## config.mk

```make
export PLATFORM = sky130hd
export DESIGN_NAME = text_vram_arb_flat
export DESIGN_NICKNAME = d
export VERILOG_FILES = /design/src/rtl/text_vram_arb_if.sv /design/src/rtl/text_vram_arb.sv /design/src/flat_wrapper.sv
export SDC_FILE = /design/constraint.sdc
export NUM_CORES = 1
export LEC_CHECK = 0
export CAP_MARGIN = 40
export CORE_MARGIN = 2
export CORE_UTILIZATION = 46
export CTS_CLUSTER_DIAMETER = 200
export DETAILED_ROUTE_END_ITERATION = 12
export GPL_TIMING_DRIVEN = 1
export PLACE_DENSITY = 0.92
export SYNTH_ARGS = -nofsm -noshare
export SYNTH_HDL_FRONTEND = slang
export SYNTH_SLANG_ARGS = --single-unit
```

## constraint.sdc

```tcl
create_clock -name CK_i -period 2.8 [get_ports CK_i]
set_clock_uncertainty 0.15 [all_clocks]
set_input_delay 0.56 -clock CK_i [delete_from_list [all_inputs] [get_ports CK_i]]
set_output_delay 0.56 -clock CK_i [all_outputs]
set_load 0.005 [all_outputs]
```

## src/rtl/text_vram_arb_if.sv

```systemverilog
// Host write / clear handshake and single-port text RAM bus of the text VRAM arbiter.
`timescale 1ns/1ps
interface text_vram_arb_if;
  logic        WREQ_i;
  logic [10:0] WADR_i;
  logic [7:0]  WDAT_i;
  logic        WACK_o;
  logic        CLR_REQ_i;
  logic        BUSY_o;
  logic [10:0] RAM_ADR_o;
  logic        RAM_WE_o;
  logic [7:0]  RAM_WD_o;
  logic [7:0]  RAM_RD_i;

  modport slave (
    input  WREQ_i, WADR_i, WDAT_i, CLR_REQ_i, RAM_RD_i,
    output WACK_o, BUSY_o, RAM_ADR_o, RAM_WE_o, RAM_WD_o
  );

  modport master (
    output WREQ_i, WADR_i, WDAT_i, CLR_REQ_i, RAM_RD_i,
    input  WACK_o, BUSY_o, RAM_ADR_o, RAM_WE_o, RAM_WD_o
  );
endinterface

```

## src/rtl/text_vram_arb.sv

```systemverilog
// Text VRAM arbiter: one RAM access per enabled cycle, video fetch > clear engine > host write.
`timescale 1ns/1ps
module text_vram_arb #(
  parameter int unsigned C_COLS  = 40,
  parameter int unsigned C_ROWS  = 30,
  parameter logic [7:0]  C_BLANK = 8'h20
) (
  input  logic             CK_i,
  input  logic             RST_i,
  input  logic             CK_EE_i,
  input  logic [9:0]       HCTRs_i,
  input  logic [8:0]       VCTRs_i,
  text_vram_arb_if.slave   bus,
  output logic [7:0]       CHAR_o,
  output logic             CHAR_VLD_o
);

  localparam logic [9:0]  H_ACT = 10'(C_COLS * 16);
  localparam logic [8:0]  V_ACT = 9'(C_ROWS * 8);
  localparam logic [10:0] CELLS = 11'(C_COLS * C_ROWS);
  localparam logic [10:0] LAST  = CELLS - 11'd1;

  typedef enum logic {
    S_IDLE,
    S_CLEAR
  } clr_state_e;

  clr_state_e  state_q;
  logic [10:0] clr_cnt_q;
  logic        busy_q;
  logic        wack_q;
  logic [10:0] adr_q;
  logic [7:0]  wd_q;
  logic        we_q;
  logic        vld1_q;
  logic        vld2_q;
  logic        char_vld_q;
  logic [7:0]  char_q;

  logic        vid_slot;
  logic [4:0]  row;
  logic [5:0]  col;
  logic [10:0] vid_adr;
  logic        clr_wr;
  logic        host_gnt;
  logic [10:0] adr_d;
  logic [7:0]  wd_d;
  logic        we_d;

  always_comb begin
    row      = VCTRs_i[7:3];
    col      = HCTRs_i[9:4];
    vid_slot = (HCTRs_i[3:0] == 4'd0) && (HCTRs_i < H_ACT) && (VCTRs_i < V_ACT);
    // row*40 as shift-and-add: row*32 + row*8
    vid_adr  = {1'b0, row, 5'b0} + {3'b0, row, 3'b0} + {5'b0, col};
    clr_wr   = !vid_slot && (state_q == S_CLEAR);
    // the cycle showing WACK is never a grant, so a held WREQ re-arms one cycle later
    host_gnt = !vid_slot && !busy_q && bus.WREQ_i && !wack_q;

    adr_d = adr_q;
    wd_d  = wd_q;
    we_d  = 1'b0;
    if (vid_slot) begin
      adr_d = vid_adr;
    end else if (clr_wr) begin
      adr_d = clr_cnt_q;
      wd_d  = C_BLANK;
      we_d  = 1'b1;
    end else if (host_gnt) begin
      adr_d = bus.WADR_i;
      wd_d  = bus.WDAT_i;
      we_d  = (bus.WADR_i < CELLS);
    end
  end

  always_ff @(posedge CK_i) begin
    if (RST_i) begin
      state_q    <= S_IDLE;
      clr_cnt_q  <= '0;
      busy_q     <= 1'b0;
      wack_q     <= 1'b0;
      adr_q      <= '0;
      wd_q       <= '0;
      we_q       <= 1'b0;
      vld1_q     <= 1'b0;
      vld2_q     <= 1'b0;
      char_vld_q <= 1'b0;
      char_q     <= '0;
    end else if (CK_EE_i) begin
      adr_q      <= adr_d;
      wd_q       <= wd_d;
      we_q       <= we_d;
      wack_q     <= host_gnt;
      vld1_q     <= vid_slot;
      vld2_q     <= vld1_q;
      char_vld_q <= vld2_q;
      if (vld2_q) begin
        char_q <= bus.RAM_RD_i;
      end
      unique case (state_q)
        S_IDLE: begin
          if (bus.CLR_REQ_i) begin
            state_q   <= S_CLEAR;
            busy_q    <= 1'b1;
            clr_cnt_q <= '0;
          end
        end
        S_CLEAR: begin
          if (clr_wr) begin
            if (clr_cnt_q == LAST) begin
              state_q <= S_IDLE;
              busy_q  <= 1'b0;
            end else begin
              clr_cnt_q <= clr_cnt_q + 11'd1;
            end
          end
        end
        default: state_q <= S_IDLE;
      endcase
    end
  end

  assign bus.WACK_o    = wack_q;
  assign bus.BUSY_o    = busy_q;
  assign bus.RAM_ADR_o = adr_q;
  assign bus.RAM_WE_o  = we_q;
  assign bus.RAM_WD_o  = wd_q;
  assign CHAR_o        = char_q;
  assign CHAR_VLD_o    = char_vld_q;

endmodule

```

## src/flat_wrapper.sv

```systemverilog
// flat-port wrapper written by rule: the top's interface ports become plain ports
module text_vram_arb_flat 
#(
  parameter int unsigned C_COLS  = 40,
  parameter int unsigned C_ROWS  = 30,
  parameter logic [7:0]  C_BLANK = 8'h20
)
  (CK_i, RST_i, CK_EE_i, HCTRs_i, VCTRs_i, CHAR_o, CHAR_VLD_o, bus_WREQ_i, bus_WADR_i, bus_WDAT_i, bus_CLR_REQ_i, bus_RAM_RD_i, bus_WACK_o, bus_BUSY_o, bus_RAM_ADR_o, bus_RAM_WE_o, bus_RAM_WD_o);
  text_vram_arb_if bus_i ();
  input  logic CK_i;
  input  logic RST_i;
  input  logic CK_EE_i;
  input  logic [9:0] HCTRs_i;
  input  logic [8:0] VCTRs_i;
  output logic [7:0] CHAR_o;
  output logic CHAR_VLD_o;
  input wire logic [$bits(bus_i.WREQ_i)-1:0] bus_WREQ_i;
  input wire logic [$bits(bus_i.WADR_i)-1:0] bus_WADR_i;
  input wire logic [$bits(bus_i.WDAT_i)-1:0] bus_WDAT_i;
  input wire logic [$bits(bus_i.CLR_REQ_i)-1:0] bus_CLR_REQ_i;
  input wire logic [$bits(bus_i.RAM_RD_i)-1:0] bus_RAM_RD_i;
  output wire logic [$bits(bus_i.WACK_o)-1:0] bus_WACK_o;
  output wire logic [$bits(bus_i.BUSY_o)-1:0] bus_BUSY_o;
  output wire logic [$bits(bus_i.RAM_ADR_o)-1:0] bus_RAM_ADR_o;
  output wire logic [$bits(bus_i.RAM_WE_o)-1:0] bus_RAM_WE_o;
  output wire logic [$bits(bus_i.RAM_WD_o)-1:0] bus_RAM_WD_o;
  assign bus_i.WREQ_i = bus_WREQ_i;
  assign bus_i.WADR_i = bus_WADR_i;
  assign bus_i.WDAT_i = bus_WDAT_i;
  assign bus_i.CLR_REQ_i = bus_CLR_REQ_i;
  assign bus_i.RAM_RD_i = bus_RAM_RD_i;
  assign bus_WACK_o = bus_i.WACK_o;
  assign bus_BUSY_o = bus_i.BUSY_o;
  assign bus_RAM_ADR_o = bus_i.RAM_ADR_o;
  assign bus_RAM_WE_o = bus_i.RAM_WE_o;
  assign bus_RAM_WD_o = bus_i.RAM_WD_o;
  text_vram_arb #(.C_COLS(C_COLS), .C_ROWS(C_ROWS), .C_BLANK(C_BLANK)) u_core (.CK_i(CK_i), .RST_i(RST_i), .CK_EE_i(CK_EE_i), .HCTRs_i(HCTRs_i), .VCTRs_i(VCTRs_i), .bus(bus_i), .CHAR_o(CHAR_o), .CHAR_VLD_o(CHAR_VLD_o));
endmodule
```

==> metrics.yaml <==
global_route:
  overflow: 0
  grt_max_degree: 39
  track_usage_pct: 24.4
  grt_pass1_wl_mm: 11.7
  grt_pass1_vias: 2417
  grt_antenna_before_repair: 0
worst_hold_path:
  hold_depth: 2
  hold_path.startpoint: "u_core.bus.RAM_WD_o[6]$_SDFFE_PP0P_"
  hold_end: "u_core.bus.RAM_WD_o[6]$_SDFFE_PP0P_"
  worstHoldPathType: "reg2reg"
sta:
  slew_headroom_pct: 74.6
  maxSlewViolCount: 0
  rsz0062_at_grt: "no"
  hold_violations: 0
  finalSetupTns_ps: 0
  tightest_slew_ps: 379
  period_needed_ps: 2730
  fmax_ghz: 0.367
  worst_slack_ps: 73.1
  min_period_over_period_pct: 97.4
  setup_viol: 0
setup_path:
  critPathLaunchType: "input port"
  cp-startpoint: "VCTRs_i[5]"
  timing.rr.end: "u_core.clr_cnt_q[9]$_SDFFE_PP0P_"
  ff2ff_path_depth: 6
  critical_path.max_fanout: 2
  end_kind: "register"
  critical_path_arrival_ps: 2750
  critical_path_class: "in2reg"
  timing.rr.start: "u_core.clr_cnt_q[0]$_SDFFE_PP0P_"
  r2r_slack_ps: 400
  crit_required_ps: 2830
route:
  routedWlPerCell_um: 15.7
  drt_wl_total_mm: 7.23
  initialDrtViolationCount: 254
  drtPass1Iterations: 4
  viasPerCell: 5.72
  post-route-drc-count: 0
  drtAntennaViolNets: 0
  num_vias: 2626
power:
  clock_power_share_pct: 29.4
  peakVddDrop_v: 0.000272
  p_total_w: 0.00144
  combinationalPowerShare_pct: 23.7
  cell_internal_pwr_w: 0.00105
  switching_power_w: 0.000396
  netSwitchingFraction_pct: 27.4
  p_leak_nw: 1.34
  powerDensity_nw_per_um2: 411
  seqPwrFrac_pct: 46.9
logic_synthesis:
  synth_flop_cell: "dfxtp_1"
  ys_async_sr_fraction_pct: 0
  yosysUniqueCellTypes: 48
  yosysWarnings: 0
  syn_nets: 363
  synth-seq-cells: 45
  synth_edf_count: 0
  ys_seq_area_share_pct: 37.1
  syn_area_um2: 2430
  synth_cells: 300
  avgSynthCellArea_um2: 8.10
placement:
  globalplace.congestion: 0.894
  portBuffers: 78
  dpl.hpwl_mm: 5.20
  place_area_um2: 3380
  place_ws_ps: -353
  placedCellCount: 451
clock_tree:
  root_buffer: "clkbuf_8"
  cts_tree: "yes"
  insertion_delay_ps: 300
  path_clk_slew_ps: 80
  clockBufferDepth: 2
  cts-buffers-inserted: 5
  postCtsSetupBuffers: 0
  clock_sinks: 45
  htreeDepth: 2
status:
  status: "completed"
layout:
  layout_commonest_cell: "clkdlybuf4s50_1"
  final_area_um2: 3520
  instances_no_fill: 459
  antenna_cells: 0
  final_cell_mix: "clkdlybuf4s50_1 (77), nand2_1 (48), dfxtp_1 (45)"
  drive_gt1_share_pct: 10.8
  nets: 451
  syn2layout_area_growth_pct: 44.8
floorplan:
  top_level_ports: 82
  die_h_um: 76.7
  die_width_um: 76.7
  die_area_um2: 5880
  core_um2: 5110
  start_util_pct: 47.6
  num_rows: 26
job:
  drv_cap: 0
-- registers in the layout, summed over array words and instances (netlist names) --
signal,flops
u_core.bus.WACK_o,1
u_core.CHAR_VLD_o,1
u_core.bus.RAM_WD_o,8
u_core.clr_cnt_q,11
u_core.vld2_q,1
u_core.CHAR_o,8
u_core.bus.RAM_ADR_o,11
u_core.state_q,1
u_core.bus.RAM_WE_o,1
u_core.vld1_q,1
u_core.bus.BUSY_o,1
-- power by group through the flow --
stage	registers (W)	clock network [W]	logic (W)
global placement	0.000691	0	0.000309
CTS	0.000677	0.000434	0.000325
global route	0.000680	0.000463	0.000370
floorplan	0.000689	0	0.000146
detailed placement	0.000691	0	0.000319
finish	0.000677	0.000425	0.000342
-- critical path: stages --
cell             delay [ps]
clkdlybuf4s50_1         490
inv_1                    60
fa_1                    520
inv_2                    60
ha_4                    240
a211oi_4                270
o21bai_1                 90
a21oi_1                 170
mux2i_1                 210
a21oi_1                  90
-- cells in the mapped netlist, drive strengths merged (3+ instances only) --
cell type,instances,area share [%]
a211oi,5,1.5
o21ai,11,2.3
nor3,3,0.62
nand3,19,3.9
nor2,14,2.2
ha,10,5.2
o211ai,10,3.1
nor3b,3,0.93
nand2,48,7.4
or3,3,0.77
nand4,5,1.3
inv,8,1.2
and3,7,1.8
dfxtp,45,37
a21oi,39,8.0
clkbuf,14,2.2
mux2i,13,5.4
buf,3,0.52
-- worst max path at each step --
stage,end,slack (ps)
2_1_floorplan,u_core.bus.RAM_ADR_o[9]$_SDFFE_PP0P_,290
3_3_place_gp,u_core.bus.RAM_ADR_o[9]$_SDFFE_PP0P_,-270
3_5_place_dp,u_core.bus.RAM_ADR_o[9]$_SDFFE_PP0P_,-350
4_1_cts,u_core.bus.RAM_ADR_o[8]$_SDFFE_PP0P_,-7
5_1_grt,u_core.bus.RAM_ADR_o[9]$_SDFFE_PP0P_,5
6_report,u_core.bus.RAM_ADR_o[9]$_SDFFE_PP0P_,70
-- cell families after synthesis --
group,after synthesis,synth area share [%]
buf+inv,26,4.07
xor+xnor,4,1.44
flops,45,37.1
mux,14,5.82
compound gates,83,21.5
fa+ha+maj,12,6.80
simple gates,116,23.3
-- layout make-up --
class / instances / area [um^2]
fillers: 385 / 1590
multi-input cells: 229 / 1460
repair buffers: 98 / 933
flip-flops and latches: 45 / 901
well taps: 70 / 87.6
clock buffers: 6 / 82.6
inverters: 9 / 33.8
clock inverters: 2 / 13.8
-- per-stage QoR --
step	utilization (%)	hold WS, ps
finish	68.8	303
floorplan	-	298
global placement	66.2	288
CTS	68.2	306
detailed placement	66.2	296
global route	68.8	329
-- repair_timing --
| item | 4_1_cts | 5_1_grt |
|---|---|---|
| hold endpoints to repair | 0 | 0 |
| hold buffers | 0 | 0 |
| gates resized for setup | 2 | 9 |
| pin swaps | 0 | 8 |
| cloned | 0 | 0 |
| endpoints found under the setup margin | 2 | 5 |
-- routing by layer --
metal / wire length [um] / vias to the layer above / track usage (%)
met2: 3670 / 118 / 41.9
met4: 154 / 0 / 7.09
met1: 2940 / 1230 / 30.9
li1: - / 1257 / -
met5: 0 / - / 0
met3: 464 / 21 / 5.06
(Power assumes the default switching activity.)
